$ cat src/rtl/nibble_serial_add_ctrl_pkg.sv
// Shared definitions for the nibble-serial adder sequencer.
package nibble_serial_add_ctrl_pkg;

    localparam int unsigned NIBBLE_W = 4;

    typedef logic [1:0] state_t;

    localparam state_t ST_IDLE = 2'd0;
    localparam state_t ST_RUN  = 2'd1;
    localparam state_t ST_DONE = 2'd2;

endpackage

$ cat src/rtl/nibble_serial_add_ctrl.sv
// Walks a wide operand pair through an external 4-bit adder one nibble per cycle,
// chaining carry, and returns the registered wide sum over valid/ready.
module nibble_serial_add_ctrl
    import nibble_serial_add_ctrl_pkg::*;
#(
    parameter int unsigned NIBBLES = 4
) (
    input  logic                        clk,
    input  logic                        rst_n,
    input  logic                        in_valid,
    output logic                        in_ready,
    input  logic [NIBBLE_W*NIBBLES-1:0] in_a,
    input  logic [NIBBLE_W*NIBBLES-1:0] in_b,
    input  logic                        in_cin,
    output logic [NIBBLE_W-1:0]         adder_a,
    output logic [NIBBLE_W-1:0]         adder_b,
    output logic                        adder_cin,
    input  logic [NIBBLE_W-1:0]         adder_s,
    input  logic                        adder_cout,
    output logic                        out_valid,
    input  logic                        out_ready,
    output logic [NIBBLE_W*NIBBLES-1:0] out_sum,
    output logic                        out_cout,
    output logic                        busy
);

    localparam int unsigned W     = NIBBLE_W * NIBBLES;
    localparam int unsigned IDX_W = (NIBBLES > 1) ? $clog2(NIBBLES) : 1;
    localparam logic [IDX_W-1:0] IDX_LAST = IDX_W'(NIBBLES - 1);

    state_t           state;
    state_t           state_nxt;
    logic [IDX_W-1:0] idx;
    logic [W-1:0]     a_reg;
    logic [W-1:0]     b_reg;
    logic             carry;
    logic             last_nibble;

    assign last_nibble = (idx == IDX_LAST);

    // State register
    always_ff @(posedge clk or negedge rst_n) begin
        if (!rst_n) begin
            state <= ST_IDLE;
        end else begin
            state <= state_nxt;
        end
    end

    // Next-state logic
    always_comb begin
        state_nxt = state;
        case (state)
            ST_IDLE: if (in_valid)    state_nxt = ST_RUN;
            ST_RUN:  if (last_nibble) state_nxt = ST_DONE;
            ST_DONE: if (out_ready)   state_nxt = ST_IDLE;
            default:                  state_nxt = ST_IDLE;
        endcase
    end

    // Output decode; adder is driven with zeros outside RUN
    always_comb begin
        in_ready  = 1'b0;
        out_valid = 1'b0;
        busy      = 1'b0;
        adder_a   = '0;
        adder_b   = '0;
        adder_cin = 1'b0;
        case (state)
            ST_IDLE: in_ready = 1'b1;
            ST_RUN: begin
                busy      = 1'b1;
                adder_a   = a_reg[NIBBLE_W*32'(idx) +: NIBBLE_W];
                adder_b   = b_reg[NIBBLE_W*32'(idx) +: NIBBLE_W];
                adder_cin = carry;
            end
            ST_DONE: begin
                busy      = 1'b1;
                out_valid = 1'b1;
            end
            default: ;
        endcase
    end

    // Datapath: adder return is only sampled in RUN so X elsewhere never lands in a register
    always_ff @(posedge clk or negedge rst_n) begin
        if (!rst_n) begin
            idx      <= '0;
            a_reg    <= '0;
            b_reg    <= '0;
            carry    <= 1'b0;
            out_sum  <= '0;
            out_cout <= 1'b0;
        end else begin
            case (state)
                ST_IDLE: begin
                    if (in_valid) begin
                        a_reg <= in_a;
                        b_reg <= in_b;
                        carry <= in_cin;
                        idx   <= '0;
                    end
                end
                ST_RUN: begin
                    out_sum[NIBBLE_W*32'(idx) +: NIBBLE_W] <= adder_s;
                    carry <= adder_cout;
                    if (last_nibble) begin
                        out_cout <= adder_cout;
                    end else begin
                        idx <= idx + IDX_W'(1);
                    end
                end
                default: ;
            endcase
        end
    end

endmodule

$ cat config.mk
export PLATFORM = sky130hd
export DESIGN_NAME = nibble_serial_add_ctrl
export DESIGN_NICKNAME = d
export VERILOG_FILES = /design/src/rtl/nibble_serial_add_ctrl_pkg.sv /design/src/rtl/nibble_serial_add_ctrl.sv
export SDC_FILE = /design/constraint.sdc
export NUM_CORES = 1
export LEC_CHECK = 0
export CORE_ASPECT_RATIO = 0.6
export CORE_MARGIN = 4
export CORE_UTILIZATION = 51
export CTS_BUF_LIST = sky130_fd_sc_hd__clkbuf_16
export DETAILED_ROUTE_END_ITERATION = 12
export GPL_TIMING_DRIVEN = 0
export PLACE_DENSITY = 0.81
export RECOVER_POWER = 50
export SYNTH_ARGS = -nofsm -noshare
export SYNTH_HDL_FRONTEND = slang
export SYNTH_SLANG_ARGS = --single-unit
$ cat constraint.sdc
create_clock -name clk -period 5.5 [get_ports clk]
set_input_delay 0.55 -clock clk [delete_from_list [all_inputs] [get_ports clk]]
set_output_delay 0.55 -clock clk [all_outputs]
set_load 0.01 [all_outputs]
---- Yosys cells after proc, flatten, opt, wreduce, memory -nomap -nowiden ----
Index checks and enable logic that the tools add are counted.
storage, ports and cells
  register bits ........................... 54
  logic and storage cells ................. 44
cells by class
  add/subtract/negate cells ............... 2
  equal/unequal tests ..................... 7
  shift-type cells ........................ 4
  multiplexer cells ....................... 16
  reduce and logical (&&, ||, !) cells .... 8
operator list
  kind                       count
  $neg A4 Y34                1
  $shift A4 B34 Y16 const A  1
  $shiftx A4 B34 Y16         1
  $shiftx A16 B5 Y4          2
  $bwmux W16                 1
  $mux W2                    5
  $mux W4                    2
  $ne A2 B2 Y1 const B       4
  $pmux W2 S3                1
  $reduce_and A2 Y1          3
  $reduce_and A3 Y1          2
  $mux W1                    5
  $eq A2 B2 Y1 const B       2
  $pmux W2 S2                1
  $add A2 B1 Y2 const B      1
  $eq A2 B1 Y1 const B       1
  $logic_not A2 Y1           1
  $pmux W1 S2                1
  $reduce_bool A2 Y1         1
  $reduce_or A2 Y1           1

---- Logic depth before layout (Yosys ltp) ----
  depth after elaboration ................. 3
  gate-level depth with buffers ........... 7

---- Least setup slack after synthesis ----
OpenSTA, ideal clock, no wires.
  kind .................................... register to output
  from .................................... register idx[0]
  to ...................................... output port adder_a[0]
  data arrival time ....................... 1.285 ns
  data required time ...................... 4.950 ns
  slack ................................... 3.665 ns
  cell stages (with the launch flop) ...... 5
  path buffers ............................ 2
  cells stage by stage .................... dfrtp_1 > buf_6 > buf_8 > mux4_2 > and2_1
between the ends
  cells in the longest elaborated chain, start to end .. 2
RTL lines
  what                    RTL line                       source
  from (decl)             nibble_serial_add_ctrl.sv:33   logic [IDX_W-1:0] idx;
  from (signal assigned)  nibble_serial_add_ctrl.sv:110  idx <= idx + IDX_W'(1);
  $shiftx A16 B5 Y4       nibble_serial_add_ctrl.sv:73   adder_a = a_reg[NIBBLE_W*32'(idx) +: NIBBLE_W];
  $mux W4                 nibble_serial_add_ctrl.sv:69   case (state)
  to (decl)               nibble_serial_add_ctrl.sv:15   output logic [NIBBLE_W-1:0] adder_a,
Every way passes these cells.

---- Final worst setup path ----
  from .................................... register state[1]
  to ...................................... output port adder_b[0]
between the ends
  cells in the longest elaborated chain, start to end .. 2
RTL lines
  what                    RTL line                      source
  from (decl)             nibble_serial_add_ctrl.sv:31  state_t state;
  from (signal assigned)  nibble_serial_add_ctrl.sv:46  state <= state_nxt;
  $eq A2 B1 Y1            nibble_serial_add_ctrl.sv:69
  $mux W4                 nibble_serial_add_ctrl.sv:69
  to (decl)               nibble_serial_add_ctrl.sv:16  output logic [NIBBLE_W-1:0] adder_b,
Every way passes these cells.

==> out/results.tsv <==
metric	value	unit
sequential cell area	1350	sq um
die area	6190	sq um
Antenna Violating Nets Remaining	0	
Ys Warns	0	
CTS max path bufs	2	
nature of the critical path endpoint	primary output	
synthesized area per cell	14.0	sq um
Crit Path Max Fanout	10	
area added between synthesis and finish	36.0	%
Die H	62.5	um
Post-CTS Resized	0	
H-Tree Depth	2	
Mapped Area	2530	sq um
min cycle time layout	3.02	ns
num rows	19	
RSZ-0062 raised after global routing	no	
Final Wtd Congestion	0.753	
Post-Place Cell Area	3320	sq um
IO Port Bufs	70	
Clock Latency Late Sink	0.28	ns
clock power share	0.170	
Worst setup SP type	register	
Crit-path slowest cell	clkdlybuf4s50_1	
worst-margin pin slew	1.45	ns
share of the synthesized area in the top cell type	0.534	
Post-Route WL	5350	um
Reg clk slew, reported paths	0.06	ns
path type of the worst setup path	reg2out	
CTS Sinks	54	
WP data required	4.95	ns
met2 wire len	2320	um
sequential area share after synthesis	0.534	
Hold Crit Class	reg2reg	
vias in the first global route	1793	
Post-route DRC	0	
period utilisation layout	0.550	
GRT overflow	0	
Inserted Clock Buffers	5	
finished layout cell area	3440	sq um
largest area contributor in the netlist	dfrtp_1	
Vias/cell	5.28	
setup TNS	0	ns
DR WL/cell	16.6	um
Max Cap Viol	0	
Antenna Cells	0	
Final Hold Fails	0	
overall die width	98.9	um
Syn Nets	232	
Max Used Layer	met4	
Critical Path, Cell by Cell	inv_1 > ha_1 > clkbuf_1 > clkbuf_1 > and2_1 > clkdlybuf4s50_1	
Clock Root Buffer	clkbuf_16	
Slew Viols, Final	0	
layout cells sized above 1	0.200	
Mapped Cells	181	
multi-input logic area	1100	sq um
Hold WS	0.488	ns
dpl hpwl	4130	um
power per cell area	498	nW/um^2
Final WS setup	2.48	ns
CP Data Arrival Time	2.47	ns
Area contributors post-synth	dfrtp_1, mux2_2, mux4_1	
Setup violations, final	0	
synthesis-stage register bit count	54	
router iterations before antenna repair	4	
Tot Pwr	1.71	mW
final layout net count	310	
I/O Pins	71	
wire length on met3	328	um
VDD IR max	0.000362	V
worst slack at placement	3.01	ns
Post-CTS Setup Inserts	0	
sequential power share	0.377	
Core Region	4680	sq um
M1 WL	2680	um
routed vias	1707	
Worst Clk Skew	0.00307	ns
Sw Share	0.310	
Tot GR Track Use	0.181	
FMAX	331	MHz
status	complete, no violations	
Net Switching	0.531	mW
pin count of the biggest net entering global routing	29	
Initial Util	0.540	
first-pass GRT wire length	8860	um
CP dominant cell by count	clkbuf_1	
CTS tree	built	
fillers	350	
hold_buf cts	0	
Slew HR	0.0359	
P_int	1.18	mW
Leak	1.48	nW
initial antenna violation count	0	
initial drt markers	62	
max incr delay on CP	0.54	ns
combinational cell fraction of total power	0.453	
Yosys cell types	27	
==> cell usage in the layout, fill, tap and decap left out, types with 3 or more instances in the layout <==
| cell type | netlist | routed |
|---|---|---|
| nand2_1 | 16 | 16 |
| and2_1 | 9 | 9 |
| buf_2 | 4 | 4 |
| ha_1 | 9 | 9 |
| mux2_2 | 35 | 35 |
| clkdlybuf4s50_1 | 0 | 62 |
| clkinv_1 | 0 | 3 |
| mux4_2 | 3 | 3 |
| clkbuf_1 | 1 | 4 |
| inv_1 | 6 | 6 |
| a22o_1 | 14 | 14 |
| clkbuf_16 | 0 | 5 |
| nor2_1 | 3 | 3 |
| dfrtp_1 | 54 | 54 |
| mux4_1 | 5 | 5 |
| o21ai_0 | 6 | 6 |
| dlygate4sd3_1 | 0 | 7 |
==> critical path, delay by kind of cell, from the launching register on <==
family	cells	cell delay (ns)
DFF	1	0.39
adders and majority gates	1	0.15
and+or+nand+nor	1	0.23
buffers and inverters	4	1.42
==> Yosys cell counts <==
cell / count
mux4_2: 3
nand4_1: 1
clkbuf_1: 1
o22ai_1: 1
mux2_2: 35
buf_2: 4
nor4b_4: 1
buf_6: 1
nand2b_1: 2
nor3_1: 1
buf_4: 1
and2_1: 9
or2_2: 1
a211oi_1: 1
inv_1: 6
buf_8: 1
mux4_1: 5
o21ai_0: 6
nor2b_1: 1
nor3b_1: 2
nand4bb_1: 1
a22o_1: 14
dfrtp_1: 54
nand2_1: 16
nor2_1: 3
ha_1: 9
o221a_2: 1
==> per-layer routing <==
| metal | up-vias | global-route usage |
|---|---|---|
| met5 | - | 0 |
| met4 | 0 | 0.0307 |
| met3 | 5 | 0.0513 |
| li1 | 807 | - |
| met1 | 843 | 0.269 |
| met2 | 52 | 0.269 |
==> power by group through the flow <==
| stage | clock (mW) | sequential (mW) | combinational [mW] |
|---|---|---|---|
| 5_1_grt | 0.315 | 0.666 | 0.856 |
| 6_report | 0.292 | 0.646 | 0.776 |
| 2_1_floorplan | 0 | 0.635 | 0.509 |
| 3_5_place_dp | 0 | 0.652 | 0.790 |
| 3_3_place_gp | 0 | 0.644 | 0.769 |
| 4_1_cts | 0.300 | 0.646 | 0.794 |
==> through the flow <==
step / instances / utilization
2_1_floorplan: 181 / -
6_report: 323 / 0.734
5_1_grt: 323 / 0.734
3_5_place_dp: 315 / 0.710
4_1_cts: 323 / 0.739
3_3_place_gp: 314 / 0.706
==> kinds of logic (layout without fill, tap and decap cells) <==
| group | Yosys count | after routing | synth area share |
|---|---|---|---|
| AO/OA/AOI/OAI | 23 | 23 | 0.0703 |
| AND/OR/NAND/NOR | 38 | 38 | 0.0846 |
| multiplexers | 43 | 43 | 0.235 |
| buffers and inverters | 14 | 93 | 0.0317 |
| adder cells (fa/ha/maj) | 9 | 9 | 0.0445 |
| flip-flops | 54 | 54 | 0.534 |
==> path summary, 6_finish.rpt <==
| check | from | endpoint | slack [ns] | cells past startpoint |
|---|---|---|---|---|
| worst max-delay path | state[1]$_DFFE_PN0P_ | adder_b[0] | 2.48 | 6 |
| worst min-delay path | out_sum[3]$_DFFE_PN0P_ | out_sum[3]$_DFFE_PN0P_ | 0.49 | 2 |
| worst max register to register | idx[1]$_DFFE_PN0P_ | out_sum[9]$_DFFE_PN0P_ | 3.42 | 6 |
| worst min register to register | out_sum[3]$_DFFE_PN0P_ | out_sum[3]$_DFFE_PN0P_ | 0.49 | 2 |
| max in group asynchronous | rst_n | b_reg[12]$_DFFE_PN0P_ | 2.98 | 2 |
| min in group asynchronous | rst_n | out_sum[7]$_DFFE_PN0P_ | 0.56 | 1 |
==> layout make-up <==
type	count	share of cell area
tap	63	0.0229
multi-input combinational	113	0.319
timing repair buffer	71	0.203
buffer	8	0.0156
clock buffer	5	0.0364
sequential	54	0.393
clock inverter	3	0.00328
inverter	6	0.00655
No activity file was read; power rests on OpenSTA's default activity.
==> variant 1 (config.mk and constraints unchanged) <==
Set the parameter `NIBBLES` to 8 (it was 4).
--- a/src/rtl/nibble_serial_add_ctrl.sv
+++ b/src/rtl/nibble_serial_add_ctrl.sv
@@ -5,3 +5,3 @@
 #(
-    parameter int unsigned NIBBLES = 4
+    parameter int unsigned NIBBLES = 8
 ) (
Interface: changed (resized in_a, in_b and out_sum); port bits go from 71 to 119. No check against the original RTL was run, so the function may have changed too.
==> variant 1 against the original RTL <==
The flow now finishes with violations (max-capacitance violations, max-slew violations); setup slack got worse by 0.60 ns; via count rose by 95%; wire length rose by 120%; highest routed layer unchanged; first-iteration DRC count rose to 2.9 times the old value; total power rose by 88%; sequential cell count rose by 49; synthesized area rose by 87%; count of clock-buffer cells in the layout rose by 4; non-clock buffer count rose by 56; hold slack got worse by 0.0026 ns; combinational power rose by 74%; die area rose by 77%; largest power group unchanged; final area rose by 85%; cell count rose by 84%.
==> variant 1: results (changes against the original RTL) <==
synthMuxAreaShare_pct: 28.2  # +4.7 points
synth_area_leaders: "dfrtp_1 54%, mux2_2 19%, mux4_2 7.6%, nand2_1 3.7%, ha_1 2.9%"
slew_violations: 33  # +33
netlist_top_cells_count: "103 x dfrtp_1, 81 x mux2_2, 47 x nand2_1"
p_leak_uw: 0.00272  # +84%
slew_headroom_pct: -24.8  # -28 points
wl_per_cell_um: 19.6  # +18%
violations: "max-capacitance violations, max-slew violations"
cts_buffers: 9  # +4
clkLatencyLatePin_ns: 0.34  # +0.06 ns
powerComb_uw: 1350  # +74%
io_buffers: 118  # +69%
postSynthNetCount: 434  # +87%
use_met1_pct: 32.5  # +5.7 points
clock_skew_ns: 0.00874  # +0.00567 ns
grt_max_degree: 72  # +150%
min_to: "out_sum[30]$_DFFE_PN0P_"
vias_per_cell: 5.59  # +5.9%
regToRegSetupSlack_ns: 2.30  # -1.12 ns
grt_usage_pct: 22.9  # +4.8 points
wl_met1_um: 5550  # +110%
worst_path_largest_cell_delay_ns: 0.65  # +0.11 ns
met2_usage_pct: 34.8  # +7.9 points
critPathLaunchType: "flop"
met3_usage_pct: 6.78  # +1.7 points
cts_resized: 0  # unchanged
p_seq_uw: 1260  # +95%
vdd_ir_drop_max_mv: 0.254  # -30%
r2r_start: "idx[2]$_DFFE_PN0P_"
grt_pass1_vias: 3539  # +97%
timing.max_cap.violations: 1  # +1
dpl.hpwl_um: 8720  # +110%
switching_share_pct: 31.9  # +0.88 points
wl_met2_um: 5130  # +120%
cts_max_level: 3  # +1
synth_compound_area_share_pct: 4.36  # -2.7 points
r2r_cells: 8  # +2
crit_family: "buffers and inverters"
outcome: "complete, but fails checks"
ys_types: 28  # +3.7%
fin_nets: 564  # +82%
worst_r2r_endpoint: "out_sum[3]$_DFFE_PN0P_"
worstHoldStart: "out_sum[30]$_DFFE_PN0P_"
die_area_mm2: 0.0109  # +77%
variant 1: layout make-up:
class / count / area (um2)
timing repair buffer: 119 / 1200
clock buffer: 9 / 225
tap: 112 / 140
fill: 615 / 2430
clock inverter: 6 / 53.8
inverter: 8 / 30.0
buffer: 16 / 71.3
multi-input combinational: 222 / 2050
sequential: 103 / 2580
variant 1: per-stage QoR:
step	hold WS (ns)	area, um2	setup WS [ns]	power (uW)	std cells
2_1_floorplan	0.254	4730	2.80	2090	349
3_3_place_gp	0.466	6050	0.136	2560	579
3_5_place_dp	0.477	6080	2.27	2630	580
4_1_cts	0.159	6360	1.90	3250	595
5_1_grt	0.511	6350	1.77	3420	595
6_report	0.485	6350	1.87	3220	595
variant 1: kinds of logic (layout without fill, tap and decap cells):
logic type,Yosys count,count (layout)
DFF,103,103
muxes,101,101
and+or+nand+nor,78,78
AOI/OAI and AO/OA,32,32
buffers and inverters,24,158
adders and majority gates,11,11
==> variant 2 (config.mk and constraints unchanged) <==
Made on the original files. Reset style: synchronous (`rst_n`), changed in 2 clocked blocks.
--- a/src/rtl/nibble_serial_add_ctrl.sv
+++ b/src/rtl/nibble_serial_add_ctrl.sv
@@ -41,3 +41,3 @@
     // State register
-    always_ff @(posedge clk or negedge rst_n) begin
+    always_ff @(posedge clk) begin
         if (!rst_n) begin
@@ -85,3 +85,3 @@
     // Datapath: adder return is only sampled in RUN so X elsewhere never lands in a register
-    always_ff @(posedge clk or negedge rst_n) begin
+    always_ff @(posedge clk) begin
         if (!rst_n) begin
Check against the original RTL: differs if rst_n is asserted again (counterexample within 4 cycles, from zero or initial values and one cycle with rst_n low); with rst_n held inactive, the same outputs for 10 cycles.
==> variant 2 against the original RTL <==
Hold slack worse by 0.035 ns; utilization is 0.55 points lower; wire length is 25% higher; sequential cell count stayed put; via count is 36% higher; non-clock buffer count is 9 higher; final area is 2.3% lower; global-route usage is 4.4 points higher; synthesized area is 3.0% lower; setup slack worse by 0.14 ns; total power is 27% lower; combinational power is 40% lower; critical path type unchanged; critical endpoint is now adder_b[3]; largest cell class is now multi-input gates.
==> variant 2: results (changes against the original RTL) <==
placement.setup.worst_slack_ns: 2.76  # -0.248 ns
worst_r2r_endpoint: "out_sum[11]$_SDFFE_PN0P_"
met3_usage_pct: 5.46  # +0.33 points
grt_usage_pct: 22.5  # +4.4 points
synthMuxAreaShare_pct: 9.54  # -14 points
wirelength_um: 6690  # +25%
place_area_mm2: 0.00323  # -2.7%
switching_share_pct: 33.6  # +2.6 points
first_iter_violations: 138  # +120%
synthFlopType: "dfxtp_1"
clkPwrFrac_pct: 24.1  # +7.1 points
grt_pass1_wl_um: 10700  # +21%
p_leak_uw: 0.00131  # -11%
synth_adder_area_share_pct: 4.59  # +0.14 points
vias_per_cell: 5.56  # +5.1%
wl_met2_um: 2990  # +29%
gp_congestion: 0.847  # +12%
holdWs_ns: 0.453  # -0.0346 ns
dr.pass1.iters: 5  # +1
synth_seq_area_share_pct: 44.1  # -9.4 points
slew_headroom_pct: 61.3  # +58 points
met2_usage_pct: 39.1  # +12 points
ys_types: 37  # +37%
clock_skew_ns: 0.00508  # +0.00201 ns
wl_met1_um: 3070  # +15%
outcome: "complete, no violations"
use_met1_pct: 29.2  # +2.3 points
wl_per_cell_um: 16.0  # -3.6%
fin_nets: 407  # +31%
synth_area_leaders: "dfxtp_1 44%, nand2_1 12%, a21oi_1 7.8%, mux4_1 6.4%, ha_1 4.6%"
[variant 2: cell count changes in the layout (fill, tap and decap cells not counted), moves of 14 or more]
| cell | unedited run | this run |
|---|---|---|
| a22o_1 | 14 | 0 |
| a21oi_1 | 0 | 38 |
| dfrtp_1 | 54 | 0 |
| mux2_2 | 35 | 1 |
| dfxtp_1 | 0 | 54 |
| nand2_1 | 16 | 80 |
[variant 2: layout make-up]
| class | count | area [um2] | share of cell area (%) |
|---|---|---|---|
| Buffer | 18 | 95.1 | 2.83 |
| Clock buffer | 5 | 125 | 3.72 |
| Clock inverter | 2 | 11.3 | 0.335 |
| Inverter | 7 | 26.3 | 0.782 |
| Multi-Input combinational cell | 200 | 1240 | 37.0 |
| Sequential cell | 54 | 1080 | 32.2 |
| Tap cell | 63 | 78.8 | 2.35 |
| Timing Repair Buffer | 70 | 701 | 20.8 |
